### src/rtl/mem_access_ctrl.sv
// Memory-stage load/store controller: alignment check, req/ack handshake with
// timeout, store lane steering and capture of raw load data for the extender.
module mem_access_ctrl #(
    parameter int unsigned WAIT_MAX = 15
) (
    input  logic        Clk,
    input  logic        Reset_n,
    input  logic        Req,
    input  logic        We,
    input  logic [31:0] Addr,
    input  logic [1:0]  Size,
    input  logic        Sign,
    input  logic [31:0] WData,
    output logic        Busy,
    output logic        Done,
    output logic        Err,
    output logic        MemReq,
    output logic        MemWe,
    output logic [31:0] MemAddr,
    output logic [3:0]  MemBe,
    output logic [31:0] MemWData,
    input  logic [31:0] MemRData,
    input  logic        MemAck,
    output logic [31:0] LD,
    output logic [1:0]  LOff,
    output logic [1:0]  LSize,
    output logic        LSign
);

    typedef enum logic [0:0] {
        IDLE   = 1'b0,
        ACCESS = 1'b1
    } state_t;

    // Abort fires on the last waiting cycle so MemReq is high exactly WAIT_MAX cycles.
    localparam logic [7:0] WAIT_LAST = 8'(WAIT_MAX - 1);

    function automatic logic is_legal(input logic [1:0] size, input logic [1:0] off);
        logic ok;
        case (size)
            2'b00:   ok = 1'b1;
            2'b01:   ok = (off[0] == 1'b0);
            2'b10:   ok = (off == 2'b00);
            default: ok = 1'b0;
        endcase
        return ok;
    endfunction

    function automatic logic [3:0] lane_be(input logic [1:0] size, input logic [1:0] off);
        logic [3:0] be;
        case (size)
            2'b00:   be = 4'b0001 << off;
            2'b01:   be = off[1] ? 4'b1100 : 4'b0011;
            2'b10:   be = 4'b1111;
            default: be = 4'b0000;
        endcase
        return be;
    endfunction

    function automatic logic [31:0] steer_data(input logic [1:0] size, input logic [31:0] wdata);
        logic [31:0] d;
        case (size)
            2'b00:   d = {4{wdata[7:0]}};
            2'b01:   d = {2{wdata[15:0]}};
            2'b10:   d = wdata;
            default: d = 32'h0000_0000;
        endcase
        return d;
    endfunction

    state_t      state_q, state_d;
    logic [7:0]  cnt_q, cnt_d;
    logic        we_q, we_d;
    logic [1:0]  off_q, off_d;
    logic [1:0]  size_q, size_d;
    logic        sign_q, sign_d;
    logic [31:0] addr_q, addr_d;
    logic [3:0]  be_q, be_d;
    logic [31:0] wdata_q, wdata_d;
    logic        done_q, done_d;
    logic        err_q, err_d;
    logic [31:0] ld_q, ld_d;
    logic [1:0]  loff_q, loff_d;
    logic [1:0]  lsize_q, lsize_d;
    logic        lsign_q, lsign_d;

    logic        req_legal_s;
    logic [3:0]  req_be_s;
    logic [31:0] req_wdata_s;

    // Decode the incoming request into legality, lane enables and steered data.
    always_comb begin
        req_legal_s = is_legal(Size, Addr[1:0]);
        req_be_s    = lane_be(Size, Addr[1:0]);
        req_wdata_s = We ? steer_data(Size, WData) : 32'h0000_0000;
    end

    // Next-state, handshake, timeout and load-capture logic.
    always_comb begin
        state_d = state_q;
        cnt_d   = cnt_q;
        we_d    = we_q;
        off_d   = off_q;
        size_d  = size_q;
        sign_d  = sign_q;
        addr_d  = addr_q;
        be_d    = be_q;
        wdata_d = wdata_q;
        done_d  = 1'b0;
        err_d   = 1'b0;
        ld_d    = ld_q;
        loff_d  = loff_q;
        lsize_d = lsize_q;
        lsign_d = lsign_q;

        case (state_q)
            IDLE: begin
                if (Req) begin
                    if (req_legal_s) begin
                        state_d = ACCESS;
                        cnt_d   = 8'd0;
                        we_d    = We;
                        off_d   = Addr[1:0];
                        size_d  = Size;
                        sign_d  = Sign;
                        addr_d  = {Addr[31:2], 2'b00};
                        be_d    = req_be_s;
                        wdata_d = req_wdata_s;
                    end else begin
                        err_d = 1'b1;
                    end
                end else begin
                    state_d = IDLE;
                end
            end
            ACCESS: begin
                // Ack is tested first so a late ack still completes the access.
                if (MemAck) begin
                    state_d = IDLE;
                    done_d  = 1'b1;
                    we_d    = 1'b0;
                    if (!we_q) begin
                        ld_d    = MemRData;
                        loff_d  = off_q;
                        lsize_d = size_q;
                        lsign_d = sign_q;
                    end else begin
                        ld_d = ld_q;
                    end
                end else if (cnt_q == WAIT_LAST) begin
                    state_d = IDLE;
                    err_d   = 1'b1;
                    we_d    = 1'b0;
                end else begin
                    cnt_d = cnt_q + 8'd1;
                end
            end
            default: begin
                state_d = IDLE;
            end
        endcase
    end

    // State and output registers with asynchronous active-low reset.
    always_ff @(posedge Clk or negedge Reset_n) begin
        if (!Reset_n) begin
            state_q <= IDLE;
            cnt_q   <= 8'd0;
            we_q    <= 1'b0;
            off_q   <= 2'b00;
            size_q  <= 2'b00;
            sign_q  <= 1'b0;
            addr_q  <= 32'h0000_0000;
            be_q    <= 4'b0000;
            wdata_q <= 32'h0000_0000;
            done_q  <= 1'b0;
            err_q   <= 1'b0;
            ld_q    <= 32'h0000_0000;
            loff_q  <= 2'b00;
            lsize_q <= 2'b00;
            lsign_q <= 1'b0;
        end else begin
            state_q <= state_d;
            cnt_q   <= cnt_d;
            we_q    <= we_d;
            off_q   <= off_d;
            size_q  <= size_d;
            sign_q  <= sign_d;
            addr_q  <= addr_d;
            be_q    <= be_d;
            wdata_q <= wdata_d;
            done_q  <= done_d;
            err_q   <= err_d;
            ld_q    <= ld_d;
            loff_q  <= loff_d;
            lsize_q <= lsize_d;
            lsign_q <= lsign_d;
        end
    end

    assign Busy     = (state_q == ACCESS);
    assign MemReq   = (state_q == ACCESS);
    assign MemWe    = we_q;
    assign MemAddr  = addr_q;
    assign MemBe    = be_q;
    assign MemWData = wdata_q;
    assign Done     = done_q;
    assign Err      = err_q;
    assign LD       = ld_q;
    assign LOff     = loff_q;
    assign LSize    = lsize_q;
    assign LSign    = lsign_q;

endmodule

### config.mk
export PLATFORM = sky130hd
export DESIGN_NAME = mem_access_ctrl
export DESIGN_NICKNAME = d
export VERILOG_FILES = /design/src/rtl/mem_access_ctrl.sv
export SDC_FILE = /design/constraint.sdc
export NUM_CORES = 1
export LEC_CHECK = 0
export ABC_CLOCK_PERIOD_IN_PS = 3800
export CORE_ASPECT_RATIO = 0.5
export CORE_UTILIZATION = 46
export DETAILED_ROUTE_END_ITERATION = 10
export GPL_TIMING_DRIVEN = 0
export MAX_ROUTING_LAYER = met4
export PLACE_DENSITY = 0.95
export SLEW_MARGIN = 20
export SYNTH_ARGS = -nofsm -noshare
export SYNTH_HDL_FRONTEND = slang
export SYNTH_SLANG_ARGS = --single-unit
### constraint.sdc
create_clock -name Clk -period 3.8 [get_ports Clk]
set_input_delay 0.57 -clock Clk [delete_from_list [all_inputs] [get_ports Clk]]
set_output_delay 0.57 -clock Clk [all_outputs]
set_load 0.05 [all_outputs]
; ---- Word-level counts from Yosys, hierarchy flattened
; Index checks and enable logic that the tools add are counted.
[totals]
out_inout_bits = 110
elab_cells = 61
regBits = 120
inputBits = 104
[classes]
n_eq_ne = 8
muxes = 27
addsub = 1
reduce_logical = 6
n_shift = 1
bitwise = 3
[ops]
columns = operator, count
row1 = $pmux 32 s3, 1
row2 = $mux 32, 1
row3 = $mux 8, 4
row4 = $pmux 8 s2, 1
row5 = $mux 1, 14
row6 = $pmux 4 s3, 1
row7 = $reduce_and 3->1, 3
row8 = $add 8x1->8 const B, 1
row9 = $eq 8x4->1 const B, 1
row10 = $ne 2x2->1 const B, 4
row11 = $pmux 1 s2, 3
row12 = $logic_not 2->1, 2
row13 = $mux 4, 1
row14 = $reduce_and 4->1, 1
row15 = $shl 1x2->4 const A, 1
row16 = $ne 3x2->1 const B, 1
row17 = $not 1->1, 3
row18 = $pmux 1 s3, 1
row19 = $eq 2x1->1 const B, 1
row20 = $eq 2x2->1 const B, 1

; ---- Depth between registers and ports, before layout
; Gate-level depths: netlist of the first run.
[depth]
ltp_word = 5
mapped_depth = 7
ltp_nobuf = 6

; ---- Worst setup path after synthesis of the first run
; No wires, ideal clock.
[synth_timing]
kind = register to register
from = register state_q (netlist: Busy)
to = register addr_q[10] (netlist: MemAddr[10])
arrival_time_ns = 1.675
required_time_ns = 3.672
path_stages_with_launch = 6
setup_time_ns = 0.128
path_buffers = 2
path_slack_ns = 1.997
synth_period_minus_slack_ns = 1.803
path_cell_list = dfrtp_1 -> nand2b_2 -> o21bai_2 -> buf_4 -> buf_6 -> mux2_1
[synth_via]
elab_chain_len = 2
[synth_rtl]
columns = item, line_no
row1 = start: declaration, 71  ; state_t state_q, state_d;
row2 = start signal: assignment, 183  ; state_q <= state_d;
row3 = $not 1->1 (no line), --
row4 = $reduce_and 3->1 (no line), --
row5 = end signal: assignment, 189  ; addr_q <= addr_d;
row6 = end: declaration, 77  ; logic [31:0] addr_q, addr_d;
; Every way passes these cells.
; A chain may end at the register's enable or synchronous reset.

; ---- Worst setup path in the final report of the first run
[layout_timing]
from = register state_q (netlist: Busy)
to = output MemReq
[layout_lines]
columns = item, line_no
row1 = end: declaration, 17  ; output logic MemReq,
; No word-level cell between the ends.

==> run_results.csv, run 1 <==
group,metric,value,unit
worst_setup_path,crit_family,"buffers and inverters",
power,ir_worst_vdd,0.000326,V
route,ant_nets,0,
outcome,violations,"DRC",
timing,hold_ws,0.134,ns
timing,fin_tns_setup,0,ns
worst_setup_path,crit-reg2reg-launch,"cnt_q[0]$_DFFE_PN0P_",
timing,tightest_slew,0.568,ns
route,drc,18,
place,dpl.hpwl,10.8,mm
job,max_cap_violations,0,
layout,stdcell_count,806,
worst_setup_path,worstSetupEndpointType,"output port",
synthesis,synth_ff_type,"dfrtp_1",
timing,rsz0062_at_grt,"false",
cts,tritoncts,"built",
timing,hold_viol_final,0,
layout,ff_latch_area,0.00300,mm^2
cts,cts_hold_buf,0,
layout,nets,759,
grt,grt_pass1_vias,4908,
route,dr.pass1.iters,11,
worst_setup_path,crit_path_end,"MemReq",
cts,htreeDepth,4,
grt,antenna_found_initial,0,
layout,multi_input_area,0.00199,mm^2
timing,timing.fmax,418,MHz
synthesis,synth_edf_count,0,
floorplanning,pin_count,214,
worst_setup_path,crit_required,3.23,ns
worst_setup_path,reg2reg_to,"Err$_DFF_PN0_",
grt,grt_max_degree,63,
synthesis,avgSynthCellArea,12.3,um^2
worst_setup_path,critPathKind,"flip-flop to output port",
layout,nFillCells,600,
timing,slew_headroom,62.0,%
worst_setup_path,crit_path_top_delay_cell,"clkdlybuf4s50_1",
worst_setup_path,path_cells,"buf_4 > clkdlybuf4s50_1",
route,wl_met1,6.40,mm
worst_setup_path,ff2ff_path_depth,5,
synthesis,ys_warn_count,0,
synthesis,yosysUniqueCellTypes,39,
cts,cts_made_buffers,17,
place,place.gp.congestion,0.859,
route,vias,4510,
place,io_buffers,209,
place,dpl.cell_count,774,
grt,grt_pass1_wl,26.8,mm
layout,final_core_util,76.9,%
layout,drive_gt1_share,16.1,%
floorplanning,chipWidth,152,um
layout,syn2layout_area_growth,56.8,%
worst_setup_path,worst_setup_path_start_kind,"flip-flop",
cts,cts-root-buf,"clkbuf_16",
cts,insertion_delay,0.42,ns
worst_setup_path,crit_fanout,8,
timing,finalSetupViolCount,0,
worst_setup_path,slowest_delay,0.79,ns
grt,grt.total_usage,31.4,%
synthesis,synthCells,423,
floorplanning,core-area,0.0106,mm^2
cts,cts_max_path_buffers,2,
power,leakagePower,3.48,nW
floorplanning,row_count,26,
outcome,status,"finished, violations left",
route,highest_layer,"met4",
route,wl_met2,8.58,mm
cts,clock_sinks,120,
worst_setup_path,crit_start,"Busy$_DFF_PN0_",
grt,grt-ovfl-total,0,
timing,period_share,63.0,%
worst_setup_path,path_buf_inv,2,
floorplanning,initial_core_util,49.0,%
synthesis,ys_seq_area_share,57.9,%
route,dr_wl_met3,1.13,mm
worst_setup_path,worst-path-stages,2,
cts,cts_setup_buffers,0,
worst_setup_path,reg2reg_slack,1.92,ns
worst_setup_path,critPathArrivalTime,1.82,ns
cts,cts_resized,0,
power,total_power,6.22,mW
route,post_drt_wl_per_cell,21.3,um
synthesis,synth-seq-cells,120,
route,wirelength,17.1,mm
cts,path_clk_slew,0.06,ns
timing,period_needed,2.39,ns
min_path,min_path_type,"input port to asynchronous set/reset pin",
synthesis,async_flop_share,100,%
floorplanning,dieArea,0.0117,mm^2
timing,drv_slew,0,
timing,fin_skew,0.00728,ns
layout,antenna-diode-count,0,
route,dr.first_iter.drc_count,402,
floorplanning,dieHeight,77.1,um
synthesis,syn-cell-area,0.00518,mm^2
route,via_per_inst,5.60,
power,power-per-cell-area,765,mW/mm^2
per-stage QoR:
step / area, um^2 / worst slack (ns)
6_report: 8130 / 1.41
5_1_grt: 8130 / 1.36
4_1_cts: 8130 / 1.40
3_5_place_dp: 7480 / 1.27
3_3_place_gp: 7450 / -2.33
2_1_floorplan: 5190 / 2.00
area by class of cell:
class | instances | area share (%)
sequential | 120 | 36.9
clock buffer | 19 | 5.45
clock inverter | 13 | 2.48
tap | 140 | 2.16
multi-input combinational | 273 | 24.5
inverter | 2 | 0.0924
buffer | 29 | 2.25
timing repair buffer | 210 | 26.1
routing by layer:
layer,vias up,GRT usage (%)
met2,278,52.4
met1,2197,34.4
li1,1922,-
met4,0,19.8
met5,-,-
met3,113,7.57
cell usage in the layout, fill, tap and decap left out, types with 2 or more instances in the layout:
master | synthesis | routed
nand2_1 | 66 | 66
and2_1 | 2 | 2
ha_1 | 2 | 2
o2bb2ai_1 | 9 | 9
o21ai_0 | 36 | 36
nand4_1 | 2 | 2
nand2b_1 | 10 | 10
buf_1 | 2 | 2
conb_1 | 1 | 2
buf_2 | 11 | 11
clkbuf_16 | 0 | 17
nor2b_1 | 9 | 9
inv_1 | 2 | 2
buf_6 | 6 | 7
dfrtp_1 | 120 | 120
clkinv_2 | 0 | 4
nor2_1 | 4 | 4
clkdlybuf4s50_1 | 0 | 208
bufinv_16 | 0 | 5
clkbuf_1 | 6 | 7
mux2_1 | 33 | 33
xor2_1 | 3 | 3
buf_4 | 4 | 4
nand3_1 | 3 | 3
or4b_1 | 2 | 2
mux2_2 | 46 | 46
o31ai_1 | 5 | 5
a21oi_1 | 13 | 13
clkinvlp_4 | 0 | 3
mux2i_1 | 10 | 10
a21o_1 | 2 | 2
o211ai_1 | 2 | 2
worst min path at each step:
stage / startpoint / end / slack (ns) / cells past startpoint
3_3_place_gp: MemWData[19]$_DFFE_PN0P_ / MemWData[19]$_DFFE_PN0P_ / 0.46 / 2
5_1_grt: Reset_n / MemWData[12]$_DFFE_PN0P_ / 0.18 / 1
4_1_cts: Reset_n / cnt_q[0]$_DFFE_PN0P_ / 0.15 / 1
3_5_place_dp: MemBe[0]$_DFFE_PN0P_ / MemBe[0]$_DFFE_PN0P_ / 0.47 / 1
2_1_floorplan: Reset_n / Busy$_DFF_PN0_ / 0.27 / 0
6_report: Reset_n / cnt_q[3]$_DFFE_PN0P_ / 0.13 / 1
cells by family after synthesis:
| family | synth area share [%] |
|---|---|
| DFF | 57.9 |
| and+or+nand+nor | 10.1 |
| muxes | 19.1 |
| AOI/OAI and AO/OA | 8.11 |
| buffers and inverters | 3.67 |
| xor gates and xnor gates | 0.507 |
| adders and majority gates | 0.483 |
| other | 0.0723 |
where the power goes:
group | leakage [nW] | internal [mW] | switching [mW]
sequential | 1.49 | 1.63 | 0.221
clock | 0.309 | 1.18 | 0.608
combinational | 1.68 | 0.917 | 1.66
total | 3.48 | 3.73 | 2.49
state kept, by name (all words and copies together), names as in the netlist:
signal,count
MemBe,4
cnt_q,8
Err,1
LSize,2
LD,32
Busy,1
MemAddr,30
sign_q,1
MemWData,32
LSign,1
LOff,2
size_q,2
MemWe,1
off_q,2
Done,1
cell usage after synthesis, types with 3 or more instances:
master / count / area (um^2)
dfrtp_1: 120 / 3000
nand2_1: 66 / 248
mux2_2: 46 / 518
o21ai_0: 36 / 180
mux2_1: 33 / 372
a21oi_1: 13 / 65.1
buf_2: 11 / 55.1
mux2i_1: 10 / 100
nand2b_1: 10 / 62.6
nor2b_1: 9 / 56.3
o2bb2ai_1: 9 / 78.8
buf_6: 6 / 67.6
clkbuf_1: 6 / 22.5
o31ai_1: 5 / 37.5
buf_4: 4 / 30.0
nor2_1: 4 / 15.0
nand3_1: 3 / 15.0
xor2_1: 3 / 26.3
(Power assumes the default switching activity.)
==> inputs of run 2 (changes only) <==
--- a/config.mk
+++ b/config.mk
@@ -5,13 +5,13 @@
 export SDC_FILE = /design/constraint.sdc
 export NUM_CORES = 1
 export LEC_CHECK = 0
-export ABC_CLOCK_PERIOD_IN_PS = 3800
+export ABC_CLOCK_PERIOD_IN_PS = 2200
 export CORE_ASPECT_RATIO = 0.5
-export CORE_UTILIZATION = 46
+export CORE_UTILIZATION = 39
 export DETAILED_ROUTE_END_ITERATION = 10
 export GPL_TIMING_DRIVEN = 0
 export MAX_ROUTING_LAYER = met4
-export PLACE_DENSITY = 0.95
+export PLACE_DENSITY = 0.87
 export SLEW_MARGIN = 20
 export SYNTH_ARGS = -nofsm -noshare
 export SYNTH_HDL_FRONTEND = slang
==> constraint.sdc (replaced) <==
create_clock -name Clk -period 2.2 [get_ports Clk]
set_input_delay 0.33 -clock Clk [delete_from_list [all_inputs] [get_ports Clk]]
set_output_delay 0.33 -clock Clk [all_outputs]
set_load 0.05 [all_outputs]
==> run_results.csv, run 2 (synthesis results as in run 1) <==
group,metric,value,unit
timing,rsz0062_at_grt,"false",
place,io_buffers,209,
floorplanning,dieHeight,83.5,um
place,dpl.hpwl,10.4,mm
cts,clock_sinks,120,
layout,syn2layout_area_growth,56.5,%
power,ir_worst_vdd,0.000740,V
route,drc,0,
route,wirelength,14.4,mm
cts,cts_setup_buffers,0,
grt,grt_max_degree,72,
cts,insertion_delay,0.41,ns
layout,final_common_cell,"clkdlybuf4s50_1",
worst_setup_path,crit_fanout,8,
worst_setup_path,critPathArrivalTime,1.80,ns
timing,slew_headroom,62.5,%
place,post_dp_cell_area,0.00752,mm^2
timing,fin_skew,0.00580,ns
route,dr.pass1.iters,5,
power,leakagePower,3.46,nW
grt,grt_pass1_wl,22.7,mm
route,via_per_inst,4.99,
grt,grt-ovfl-total,0,
floorplanning,row_count,29,
route,dr.first_iter.drc_count,279,
floorplanning,core-area,0.0128,mm^2
worst_setup_path,worst_setup_path_start_kind,"flip-flop",
floorplanning,dieArea,0.0138,mm^2
worst_setup_path,worstSetupEndpointType,"output port",
cts,cts_max_path_buffers,2,
outcome,status,"complete, no violations",
cts,cts_made_buffers,17,
timing,timing.fmax,469,MHz
power,power-per-cell-area,1270,mW/mm^2
cts,htreeDepth,4,
grt,grt_pass1_vias,4408,
layout,antenna-diode-count,0,
layout,nets,760,
timing,tightest_slew,0.561,ns
cts,tritoncts,"built",
timing,period_share,96.9,%
worst_setup_path,crit_required,1.87,ns
place,dp_slack,-0.132,ns
place,place.gp.congestion,0.875,
cts,path_clk_slew,0.06,ns
floorplanning,chipWidth,165,um
route,ant_nets,0,
worst_setup_path,critPathKind,"flip-flop to output port",
layout,drive_gt1_share,15.8,%
route,vias,4168,
job,max_cap_violations,0,
cts,cts-root-buf,"clkbuf_16",
layout,final_cell_mix,"clkdlybuf4s50_1 (208), dfrtp_1 (120), nand2_1 (66), mux2_2 (46), o21ai_0 (36)",
min_path,min_path_type,"input port to flip-flop",
timing,hold_viol_final,0,
timing,drv_slew,0,
route,post_drt_wl_per_cell,17.2,um
timing,finalSetupViolCount,0,
timing,period_needed,2.13,ns
grt,antenna_found_initial,0,
grt,grt.total_usage,22.6,%
floorplanning,initial_core_util,40.5,%
floorplanning,pin_count,214,
timing,fin_ws,0.0690,ns
layout,fin_area,0.00811,mm^2
==> run 2: cell types whose count changed in the layout (fill, tap and decap cells not counted), sizes merged <==
cell	before	now
bufinv	5	2
clkbuf	25	29
clkinv	5	4
clkinvlp	3	2
dlygate4sd3	0	1
==> run 2: final cells by class <==
| class | count | area (um^2) |
|---|---|---|
| buffer | 29 | 183 |
| fill | 955 | 4690 |
| tap | 170 | 213 |
| multi-input combinational | 273 | 1990 |
| inverter | 2 | 7.51 |
| sequential | 120 | 3000 |
| clock inverter | 8 | 95.1 |
| clock buffer | 23 | 488 |
| timing repair buffer | 211 | 2130 |
==> run 2: path summary, 6_finish.rpt <==
check                                            to  slack [ns]                     start  cells after the start
setup reg to reg                      Err$_DFF_PN0_        0.32      cnt_q[0]$_DFFE_PN0P_                      5
max in group asynchronous       LOff[0]$_DFFE_PN0P_        1.07                   Reset_n                      3
setup / recovery                             MemReq        0.07            Busy$_DFF_PN0_                      2
min in group asynchronous  MemWData[13]$_DFFE_PN0P_        0.41                   Reset_n                      2
hold reg to reg            MemWData[19]$_DFFE_PN0P_        0.48  MemWData[19]$_DFFE_PN0P_                      2
hold / removal                        Err$_DFF_PN0_        0.37                   Size[0]                      3
==> run 2: what timing repair did <==
item / CTS / global route
hold endpoints to repair: 49 / 0
resized for setup: 0 / 0
hold buffers: 1 / 0
==> run 2: worst max-delay path, cell delays in order, from the launching register on <==
cell and delay, ns:
dfrtp_1 0.46, buf_4 0.15, clkdlybuf4s50_1 0.79
==> run 2: per-layer routing <==
layer  track usage (%)  part of all wire [%]  vias to the layer above
met5                 -                     0                        -
met4              12.3                   3.5                        0
met3              4.47                   4.2                       39
met2              38.0                    53                      140
met1              25.3                    39                     2055
li1                  -                     -                     1934
==> run 2: through the flow <==
stage	instances	hold WS, ns	TNS [ns]	power, mW	utilization, %
CTS	836	0.366	0	10.4	63.3
finish	836	0.371	0	10.3	63.3
global placement	803	0.464	-457.96	7.49	58.5
detailed placement	804	0.306	-3.66	7.59	58.7
global route	836	0.379	0	10.7	63.3
floorplan	424	0.0344	0	5.90	-
==> run 2: power breakdown <==
part           internal, mW  switching [mW]  leakage, nW
logic                  1.58            2.81         1.69
registers              2.82           0.332         1.49
clock network          1.77           0.961        0.285
total                  6.18            4.10         3.46
